[src/rtl/fifo_ctrl_pkg.sv]
// fifo_ctrl_pkg: shared constants, stage-depth helpers and address types for the FIFO address controller
package fifo_ctrl_pkg;
  function automatic int max_of(int a, int b);
    return (a > b) ? a : b;
  endfunction
  localparam int S = 7;
  localparam int MUL = 4;
  localparam int MAX_HRS = 1 << (S - 2);
  localparam int A2 = $clog2(max_of(MAX_HRS, MUL));
  localparam int AM = $clog2(MUL - 1);
  function automatic int depth(int i, int hrs = MAX_HRS);
    return max_of(hrs >> i, 1);
  endfunction
  typedef logic [A2-1:0] fifo2_addr_t;
  typedef logic [AM-1:0] fifom_addr_t;
endpackage

[src/rtl/wrap_counter.sv]
// wrap_counter: enable-stepped counter 0..DEPTH-1 with sync clear; last flags the wrap value (clk, rst async, clr, en -> cnt, last)
module wrap_counter #(
  parameter int DEPTH = 4,
  parameter int W = 2
) (
  input  logic         clk,
  input  logic         rst,
  input  logic         clr,
  input  logic         en,
  output logic [W-1:0] cnt,
  output logic         last
);
  logic [W-1:0] cnt_q, cnt_d;
  assign last = cnt_q == W'(DEPTH - 1);
  assign cnt_d = clr ? '0 : !en ? cnt_q : last ? '0 : cnt_q + 1'b1;
  always_ff @(posedge clk or posedge rst)
    if (rst) cnt_q <= '0;
    else cnt_q <= cnt_d;
  assign cnt = cnt_q;
endmodule

[src/rtl/fifo_addr_ctrl.sv]
// fifo_addr_ctrl: merges NTT/INTT stage enables, generates per-stage fifo2 and multiplier FIFO addresses, tracks priming and collisions (clk, rst async, clr, ntt_en, intt_en -> stage_en, fifo2_addr, fifom_addr, primed, collide)
module fifo_addr_ctrl
  import fifo_ctrl_pkg::*;
#(
  parameter int NTT_STAGE_CNT = S,
  parameter int MUL_STAGE_CNT = MUL,
  parameter int NTT_CNT = 1,
  parameter int INTT_CNT = 1,
  localparam int N = NTT_STAGE_CNT,
  localparam int HRS = 1 << (N - 2),
  localparam int W2 = $clog2(max_of(HRS, MUL_STAGE_CNT)),
  localparam int WM = $clog2(MUL_STAGE_CNT - 1)
) (
  input  logic                          clk,
  input  logic                          rst,
  input  logic                          clr,
  input  logic [NTT_CNT-1:0][N-1:0]     ntt_en,
  input  logic [INTT_CNT-1:0][N-1:0]    intt_en,
  output logic [N-1:0]                  stage_en,
  output logic [N-1:0][W2-1:0]          fifo2_addr,
  output logic [WM-1:0]                 fifom_addr,
  output logic [N-1:0]                  primed,
  output logic [N-1:0]                  collide
);
  logic [N-1:0] ntt_m, intt_m, last, primed_q, primed_d, collide_q, collide_d;
  always_comb begin
    ntt_m = '0;
    intt_m = '0;
    for (int i = 0; i < N; i++) begin
      for (int j = 0; j < NTT_CNT; j++) ntt_m[i] = ntt_m[i] | ntt_en[j][N-1-i];
      for (int j = 0; j < INTT_CNT; j++) intt_m[i] = intt_m[i] | intt_en[j][i];
    end
  end
  assign stage_en = ntt_m | intt_m;
  assign primed_d = clr ? '0 : primed_q | (stage_en & last);
  assign collide_d = clr ? '0 : collide_q | (ntt_m & intt_m);
  always_ff @(posedge clk or posedge rst)
    if (rst) begin
      primed_q <= '0;
      collide_q <= '0;
    end else begin
      primed_q <= primed_d;
      collide_q <= collide_d;
    end
  for (genvar k = 0; k < N; k++) begin : g_st
    wrap_counter #(.DEPTH(depth(k, HRS)), .W(W2)) u_cnt (
      .clk(clk), .rst(rst), .clr(clr), .en(stage_en[k]), .cnt(fifo2_addr[k]), .last(last[k])
    );
  end
  wrap_counter #(.DEPTH(MUL_STAGE_CNT - 1), .W(WM)) u_mul (
    .clk(clk), .rst(rst), .clr(clr), .en(|stage_en), .cnt(fifom_addr), .last()
  );
  assign primed = primed_q;
  assign collide = collide_q;
endmodule

[config.mk]
export PLATFORM = sky130hd
export DESIGN_NAME = fifo_addr_ctrl
export DESIGN_NICKNAME = d
export VERILOG_FILES = /design/src/rtl/fifo_ctrl_pkg.sv /design/src/rtl/wrap_counter.sv /design/src/rtl/fifo_addr_ctrl.sv
export SDC_FILE = /design/constraint.sdc
export NUM_CORES = 1
export LEC_CHECK = 0
export CELL_PAD_IN_SITES_DETAIL_PLACEMENT = 1
export CELL_PAD_IN_SITES_GLOBAL_PLACEMENT = 1
export CORE_UTILIZATION = 35
export DETAILED_ROUTE_END_ITERATION = 6
export GPL_ROUTABILITY_DRIVEN = 0
export GPL_TIMING_DRIVEN = 1
export HOLD_SLACK_MARGIN = 0.02
export PLACE_DENSITY_LB_ADDON = 0.12
export SLEW_MARGIN = 20
export SYNTH_ARGS = -nofsm -noshare
export SYNTH_HDL_FRONTEND = slang
export SYNTH_SLANG_ARGS = --single-unit
[constraint.sdc]
create_clock -name clk -period 2.05 [get_ports clk]
set_input_delay 0.41 -clock clk [delete_from_list [all_inputs] [get_ports clk]]
set_output_delay 0.41 -clock clk [all_outputs]
set_load 0.01 [all_outputs]
==> flow_results.org <==
** CTS
- Deepest clock path buffer count :: 2
- After clock tree synthesis, the clock-pin slew on the worst setup and hold paths is 0.10 ns.
- The tree is rooted in a clkbuf_8.
- Hold repair after CTS inserted 0 buffers.
- The clock reaches the later pin of the worst-skew pair after 0.31 ns.
- The H-tree was split into 2 levels.
- TritonCTS built the clock tree.
- Clk sink count :: just over 50
- Number of CTS-inserted buffers :: 5

** Layout
- From synthesis to final layout, the design area changed by 41.3%.
- Excluding fillers, the count of instances in the completed layout stands at 434.
- Final-stage net count :: 365
- For this run, the share of the core covered by cells in the final layout is 0.517.
- Layout fillers :: between 700 and 800
- Number of diodes added for antenna fixing :: 0
- Of the cells placed in the final design, the portion with a size suffix greater than 1 is 0.142.

** Power
- Of the total power, the clock network draws 0.332.
- The share of total power dissipated in combinational logic is 0.177.
- Internal cell power :: 1.66 mW
- Switching share of power :: 0.263
- Static leakage :: 1.54 nW
- Power Density :: 633 nW/um^2
- The completed layout was analyzed and its total power is between 2 and 2.5 mW.
- Of the total power, registers draw 0.492.
- Maximum VDD drop :: 0.000304 V
- Switching component of the power :: 0.592 mW

** Timing
- Timing-limited maximum frequency :: 500 MHz
- Headroom to the max-slew limit came out at 0.611.
- At the pin with the least slew margin, the transition time is 0.579 ns.
- After layout, the minimum clock period comes to about 2.0 ns.
- Once routing completed, OpenROAD measured the worst setup slack at around 0.050 ns.
- The number of hold violations in the final report came to 0.
- Hold timing on the final database bottoms out at a slack of 0.452 ns.
- On the final layout, the worst clock skew is 0.00941 ns.
- The count of pins over their slew limit came to 0.
- Final setup violation count :: 0
- Final worst-path cycle share :: 0.976

** Route
- In the routed design, unresolved DRC markers number 0.
- Vias :: 2,145
- Number of nets with antenna violations after detailed routing :: 0
- For this block, the initial DRC count from the detailed router was 90.
- Pre-Repair DR Iteration Count :: 4
- Wirelength per Cell :: roughly 14 um
- Dividing the detail-routed via count by the number of cells gives 4.94.
- Final routed wirelength across all metal layers :: between 6000 and 7000 um

** Yosys
- Largest family of logic cells by synthesized area :: simple AND/OR/NAND/NOR gates
- The commonest cells after synthesis are dfrtp_1, nor2_1, a21oi_1.
- Of the total synthesized cell area, the portion taken by XOR and XNOR cells is 0.0453.
- Cell area after synthesis :: ~2500 um^2
- Cell with the most instances after synthesis :: dfrtp_1
- The share of the Yosys chip area taken by registers is 0.508.
- Area share of the largest cell type after synthesis :: 0.508
- Mux share of post-synthesis cell area :: 0.0159
- Fraction of registers with async set/reset :: 1.00
- Leading post-synthesis cells by cell area :: dfrtp_1, a21oi_1, nor2_1
- The cell count after synthesis came out at 252.
- After synthesis, the mean cell area works out to 9.97 um^2.
- Number of distinct standard cells referenced by the synthesized netlist :: 40
- Of the total synthesized cell area, the portion taken by full adders, half adders and majority gates is 0.0548.
- Synthesis produced a netlist with a net count of 280.
- Yosys warning count :: 0
- Of the total synthesized cell area, the portion taken by AND, OR, NAND and NOR gates is 0.238.
- Compound-Gate Fraction of Synth Area :: 0.0866
- Number of enable-type register cells in the synthesized netlist :: 0
- Cell type with the largest total area after synthesis :: dfrtp_1
- Seq cells post-synth :: ~50
- For this run, the leading register cell type out of synthesis is dfrtp_1.

** Global route
- Overall overflow remaining after global route :: 0
- The number of global-route vias before repair is 2,119.
- For this run, the total global-route usage over all layers was measured as 0.176.
- The initial antenna violation count came to 0.
- Entering global routing, the biggest net connects 53 pins.
- Wire length of the first global-routing pass :: 10,200 um

** Placement
- Detailed placement finished with a half-perimeter wire length of 4390 um.
- Count of port buffers added during placement :: 74
- In this run, placement finished with an instance count of 426.
- Timing analysis after detailed placement gives a worst setup slack of ~0.025 ns.

** Die
- Die Y :: roughly 87 um
- Area of the die :: between 7000 and 8000 um^2
- Count of standard-cell rows :: 30
- The initial utilization of the core area, before any placement, comes to 0.366.
- The floorplan step defined a core boundary enclosing 6870 um^2.
- 75 I/O pins were placed.
- Measured along the x axis, the die boundary spans 86.7 um.

** Worst setup path
- The worst setup path is captured at an output pin.
- At the worst endpoint, the required time is 1.64 ns.
- STA classifies the critical path startpoint as an input port.
- Worst setup path startpoint :: intt_en[4]
- The startpoint identified for the worst register-to-register timing path is g_st[2].u_cnt.cnt[0].
- Worst Path Arrival :: 1.59 ns
- CP Max Fanout :: 3
- Classification of the worst setup path :: input port to output pin

** Job
- Max-cap violations :: 0

** Run status
- The flow ran to the end, and the final reports show no timing, DRC or antenna violations.

** Hold path
- In this run the worst hold path is classified as input port to async pin.
## cell usage in the layout, fill, tap and decap left out, drive strengths merged, types with 3 or more instances in the layout
cell type and count:
ha 11, nor4b 3, nand2 16, o21ai 4
inv 13, buf 18, nand3b 5, nor2 45
nor4 3, a21oi 32, nand4 10, dfrtp 51
nor3 12, clkdlybuf4s50 73, xor2 11, clkbuf 6
## final cells by class
cell class	instances	area (um^2)	share of cell area
multi-input combinational	175	1110	0.313
tap	96	120	0.0338
sequential	51	1280	0.359
timing repair buffer	91	876	0.247
inverter	13	51.3	0.0144
clock inverter	2	35.0	0.00986
clock buffer	6	82.6	0.0232
## critical path: stages
cell and delay, ns:
clkdlybuf4s50_1 0.54, nor2_4 0.06, inv_2 0.05, clkdlybuf4s50_1 0.53
## registers in the layout, summed over array words and instances, names as in the netlist
| name | cells |
|---|---|
| u_mul.cnt | 2 |
| g_st.u_cnt.cnt | 35 |
| primed | 7 |
| collide | 7 |
## repair_timing
action / in CTS / in global routing
gates resized for setup: 0 / 1
setup endpoints to repair: 0 / 1
setup buffers: 0 / 0
## through the flow
step / setup TNS, ns / area, um^2
global route: -0.00143 / 3550
global placement: 0 / 3430
CTS: 0 / 3550
detailed placement: 0 / 3430
finish: 0 / 3550
floorplan: 0 / 2510
## routing by layer
metal  track usage  part of all wire  wire [um]  vias to the layer above
li1              -                 -          -                     1025
met1         0.221              0.45       2820                     1071
met2         0.303              0.49       3070                       41
met3        0.0410             0.039        243                        8
met4        0.0500             0.011         70                        0
met5             0                 0          0                        -
## power by group through the flow
stage / clock (mW) / sequential (mW) / combinational, mW
6_report: 0.745 / 1.10 / 0.397
5_1_grt: 0.808 / 1.11 / 0.443
4_1_cts: 0.771 / 1.11 / 0.406
3_5_place_dp: 0 / 1.12 / 0.403
3_3_place_gp: 0 / 1.12 / 0.397
2_1_floorplan: 0 / 1.14 / 0.173
## path summary, 6_finish.rpt
path | cells after the start | slack, ns | endpoint
max | 4 | 0.05 | stage_en[4]
min | 3 | 0.45 | u_mul.cnt[1]
max reg2reg | 4 | 0.51 | g_st[2].u_cnt.cnt[3]
min reg2reg | 2 | 0.50 | collide[2]
max in group asynchronous | 3 | 1.34 | collide[3]
min in group clk | 2 | 0.50 | collide[2]
## logic make-up (layout without fill, tap and decap cells)
logic type                 Yosys count  in the layout
AOI/OAI and AO/OA                   41             41
xor gates and xnor gates            13             13
adders and majority gates           11             11
buffers and inverters               26            112
DFF                                 51             51
muxes                                3              3
and+or+nand+nor                    107            107
No activity file was read; power rests on OpenSTA's default activity.
==> RTL change 1, RTL diff (same settings) <==
Set the package constant `S` to 8 (it was 7).
--- a/src/rtl/fifo_ctrl_pkg.sv
+++ b/src/rtl/fifo_ctrl_pkg.sv
@@ -4,5 +4,5 @@
     return (a > b) ? a : b;
   endfunction
-  localparam int S = 7;
+  localparam int S = 8;
   localparam int MUL = 4;
   localparam int MAX_HRS = 1 << (S - 2);
Interface: changed (6 resized); port bits go from 75 to 93. The function was not compared with the original's and may differ.
==> RTL change 1 against the unedited design <==
Synthesized cell count grew 34%. Critical path depth stayed put. First-iteration DRC count shrank 22%. Power increased by 39%. Sequential power up 28%. Routed wire length is 37% higher. Via count rose by 34%. Register-to-register slack worse by 0.22 ns. Sequential cell count increased by 15. Combinational power is 5% higher. Area after synthesis rose by 27%. Worst setup slack improved by 0.0089 ns. Cell area rose by 29%. Largest power group unchanged. Highest routed layer unchanged.
==> RTL change 1: results (changes against the unedited design) <==
| Metric | Value |
|---|---|
| Clock Latency Late Sink | `0.35 ns (was 0.31 ns)` |
| Layout cells sized above 1 | `12.4% (was 14.2%)` |
| Routed len/inst | `15.1 um (was 14.3 um)` |
| Placed Instance Area | `0.00434 mm^2 (was 0.00343 mm^2)` |
| Top cells by instance count after synthesis | `dfrtp_1 (66), nor2_1 (49), a21oi_1 (41), nand2_1 (40), or3_1 (15) (was dfrtp_1 (51), nor2_1 (39), a21oi_1 (32), nand2_1 (15), nor3_1 (12))` |
| Cts bufs inserted | `9 (was 5)` |
| DR pass1 iterations | `4 (unchanged)` |
| Post-synth ARST share | `100% (unchanged)` |
| Yosys warns | `0 (unchanged)` |
| Ranking of synthesized cells by area | `dfrtp_1 (52%), a21oi_1 (6.4%), nor2_1 (5.8%) (was dfrtp_1 (51%), a21oi_1 (6.4%), nor2_1 (5.8%))` |
| Synth Area in XOR/XNOR | `4.67% (was 4.53%)` |
| Clock distribution power | `1.31 mW (was 745 uW)` |
| Max Clock Skew | `0.0128 ns (was 0.00941 ns)` |
| Largest net degree at the start of global routing | `67 (was 53)` |
| Min-Delay Path Class | `primary input to async pin (unchanged)` |
| Sequential element share of the synthesized area | `51.8% (was 50.8%)` |
| Worst slew pin tran | `0.739 ns (was 0.579 ns)` |
| Adder-cell share of the synthesized area | `4.31% (was 5.48%)` |
| Postcts setup bufs | `0 (unchanged)` |
| Complex-gate fraction of the synthesized area | `10.8% (was 8.66%)` |
| Post-DP HPWL | `5870 um (was 4390 um)` |
| Flip-flop count of the largest register after layout | `48 (was 35)` |
| Initial DRC count | `70 (was 90)` |
| NumNets Final | `477 (was 365)` |
| Synthesized Nets | `367 (was 280)` |
| P_int | `2.37 mW (was 1.66 mW)` |
| Post-synth cell types | `41 (was 40)` |
| Reg power frac | `44.9% (was 49.2%)` |
| Worst-path clk slew | `0.07 ns (was 0.10 ns)` |
| CP peak stage delay | `between 0.5 and 0.6 ns` |
| Port Buffers | `92 (was 74)` |
| Post-synthesis mux area share | `1.02% (was 1.59%)` |
| Slowest-stage cell, CP | `clkdlybuf4s50_1 (unchanged)` |
| Status | `finished, final reports clean (unchanged)` |
| P_leak | `1.94 nW (was 1.54 nW)` |
| Worst VDD drop | `279 uV (was 304 uV)` |
| First-pass GRT wire length | `14,800 um (was 10,200 um)` |
| Vias in the first global route | `2,995 (was 2,119)` |
| Vias per std cell | `5.13 (was 4.94)` |
| Tot GR Track Use | `19.5% (was 17.6%)` |
| H-tree depth | `3 (was 2)` |
-- RTL change 1: changes by cell type after synthesis, sizes merged, moves of 5 or more --
cell    unedited run  this run
nor2              45        51
nand3              2         7
nand3b             5         0
a21oi             32        42
or3                1        15
nand2             16        41
dfrtp             51        66
-- RTL change 1: critical path, delay by kind of cell --
kind                   cells  cell delay [ns]
buffers and inverters      3             1.11
AND/OR/NAND/NOR            1             0.07
-- RTL change 1: cells by family after synthesis --
kind of cell             after synthesis
XOR/XNOR                              17
multiplexers                           3
flip-flops                            66
AND/OR/NAND/NOR                      149
adder cells (fa/ha/maj)               11
buffers and inverters                 30
AO/OA/AOI/OAI                         61
-- RTL change 1: stage by stage --
step                util (%)  instances  total power, mW  worst slack, ns  hold WS [ns]
floorplan                  -        337             1.61            0.427         0.526
global placement        49.5        544             1.84           -0.119         0.479
detailed placement      49.5        544             1.85           -0.139         0.484
CTS                     52.2        560             3.18          0.00914         0.502
global route            52.4        560             3.28          0.00191         0.535
finish                  52.4        560             3.13           0.0585         0.497
-- RTL change 1: what timing repair did --
item / 4_1_cts / 5_1_grt
hold endpoints to repair: 0 / 0
endpoints found under the setup margin: 3 / 5
resized for setup: 5 / 6
-- RTL change 1: final timing paths --
kind / startpoint / end / slack [ns] / cells past startpoint
worst max-delay path: intt_en[0] / stage_en[0] / 0.06 / 4
worst min-delay path: rst / g_st[7].u_cnt.cnt[0]$_DFFE_PP0P_ / 0.50 / 3
worst max register to register: g_st[6].u_cnt.cnt[0]$_DFFE_PP0P_ / g_st[6].u_cnt.cnt[0]$_DFFE_PP0P_ / 0.29 / 5
worst min register to register: primed[7]$_DFF_PP0_ / primed[7]$_DFF_PP0_ / 0.50 / 2
max in group asynchronous: rst / primed[5]$_DFF_PP0_ / 1.23 / 3
min in group clk: primed[7]$_DFF_PP0_ / primed[7]$_DFF_PP0_ / 0.50 / 2
-- RTL change 1: layout make-up --
| type | count | area, um^2 |
|---|---|---|
| sequential | 66 | 1650 |
| fill | 1029 | 4170 |
| clock inverter | 6 | 105 |
| tap | 108 | 135 |
| inverter | 14 | 56.3 |
| multi-input combinational | 241 | 1410 |
| timing repair buffer | 115 | 1110 |
| clock buffer | 10 | 128 |
-- RTL change 1: layer usage --
| metal | GRT usage, % | part of all wire (%) | vias up | routed length [um] |
|---|---|---|---|---|
| li1 | - | - | 1376 | - |
| met1 | 25.2 | 45 | 1438 | 3840 |
| met2 | 32.2 | 50 | 54 | 4220 |
| met3 | 3.31 | 3.5 | 6 | 294 |
| met4 | 8.14 | 1.3 | 0 | 114 |
| met5 | 0 | 0 | - | 0 |
==> RTL change 2, RTL diff (same flow settings) <==
Without the edit above. Reset style: synchronous (`rst`), changed in 2 clocked blocks. Comments in the files are not updated.
--- a/src/rtl/wrap_counter.sv
+++ b/src/rtl/wrap_counter.sv
@@ -14,5 +14,5 @@
   assign last = cnt_q == W'(DEPTH - 1);
   assign cnt_d = clr ? '0 : !en ? cnt_q : last ? '0 : cnt_q + 1'b1;
-  always_ff @(posedge clk or posedge rst)
+  always_ff @(posedge clk)
     if (rst) cnt_q <= '0;
     else cnt_q <= cnt_d;
--- a/src/rtl/fifo_addr_ctrl.sv
+++ b/src/rtl/fifo_addr_ctrl.sv
@@ -35,5 +35,5 @@
   assign primed_d = clr ? '0 : primed_q | (stage_en & last);
   assign collide_d = clr ? '0 : collide_q | (ntt_m & intt_m);
-  always_ff @(posedge clk or posedge rst)
+  always_ff @(posedge clk)
     if (rst) begin
       primed_q <= '0;
Formal check against the unedited RTL: differs if rst is asserted again (counterexample within 4 cycles, from zero or initial values and one cycle with rst high); with rst held inactive, the same outputs for 10 cycles.
==> RTL change 2 against the unedited design <==
Utilization grew 0.78 points. Worst setup slack gained 0.020 ns. Critical path depth is the same. Area after synthesis shrank 9.5%. Cell area shrank 6.7%. Register-to-register slack lost 0.26 ns. Power shrank 12%. Sequential cell count is the same. Routed wire length shrank 2.6%.
==> RTL change 2: results (changes against the unedited design) <==
| Metric | Value |
|---|---|
| Initial DRC count | `45 (was 90)` |
| Main flop type after synthesis | `dfxtp_1 (was dfrtp_1)` |
| Inst Count DP | `408 (was 426)` |
| Sequential element share of the synthesized area | `44.9% (was 50.8%)` |
| Adder-cell share of the synthesized area | `6.05% (was 5.48%)` |
| NumNets Final | `366 (was 365)` |
| Max FO, Critical Path | `5 (was 3)` |
| Syn Area/Cell | `9.21 um^2 (was 9.97 um^2)` |
| WP data arrival | `1.57 ns (was 1.59 ns)` |
| CP peak stage delay | `0.52 ns (was 0.54 ns)` |
| Non-clk bufs | `97 (was 91)` |
| Min-Delay Path Class | `flip-flop to flip-flop (was primary input to async pin)` |
| Tot GR Track Use | `18.5% (was 17.6%)` |
| Synthesized Nets | `275 (was 280)` |
| Worst slew pin tran | `0.470 ns (was 0.579 ns)` |
| WL final | `6040 um (was 6210 um)` |
| Number of multi-input combinational cells | `173 (was 175)` |
| Area occupied by multi-input gates | `0.00114 mm^2 (was 0.00111 mm^2)` |
| Largest net degree at the start of global routing | `16 (was 53)` |
| Vias in the first global route | `2,046 (was 2,119)` |
| Status | `finished, final reports clean (unchanged)` |
| P_leak | `1.24 nW (was 1.54 nW)` |
| R2R Setup Slk | `0.25 ns (was 0.51 ns)` |
| Worst R2R Start | `g_st[0].u_cnt.cnt[0]$_SDFFE_PP0P_ (was g_st[2].u_cnt.cnt[0]$_DFFE_PP0P_)` |
| DR pass1 iterations | `6 (was 4)` |
| Nonclk inv count | `10 (was 13)` |
| Min Tclk post-route | `1.98 ns (was 2.00 ns)` |
[RTL change 2: changes by cell type in the layout (fill, tap and decap cells not counted), moves of 5 or more]
cell / delta
nor4_1: +5
a21oi_1: -10
nand4_1: -10
dfrtp_1: -51
dfxtp_1: +51
nor3_1: -11
inv_2: -6
buf_4: +7
o21ai_0: +8
o2111ai_1: +8
[RTL change 2: where the power goes]
part / leakage [nW] / total [mW] / internal (mW) / switching (mW)
sequential: 0.414 / 1.03 / 1.01 / 0.0213
combinational: 0.778 / 0.249 / 0.136 / 0.113
clock: 0.0513 / 0.685 / 0.358 / 0.326
total: 1.24 / 1.97 / 1.51 / 0.461
[RTL change 2: what timing repair did]
item / in CTS / in global routing
endpoints found under the hold margin: 0 / 0
cloned: 0 / 0
pin swaps: 0 / 1
setup endpoints to repair: 2 / 2
resized for setup: 2 / 2
[RTL change 2: per-layer routing]
layer  track usage (%)  share of wire (%)
met1              22.6                 45
met2              31.8                 48
met3              5.38                6.4
met4              4.66               0.66
met5                 0                  0
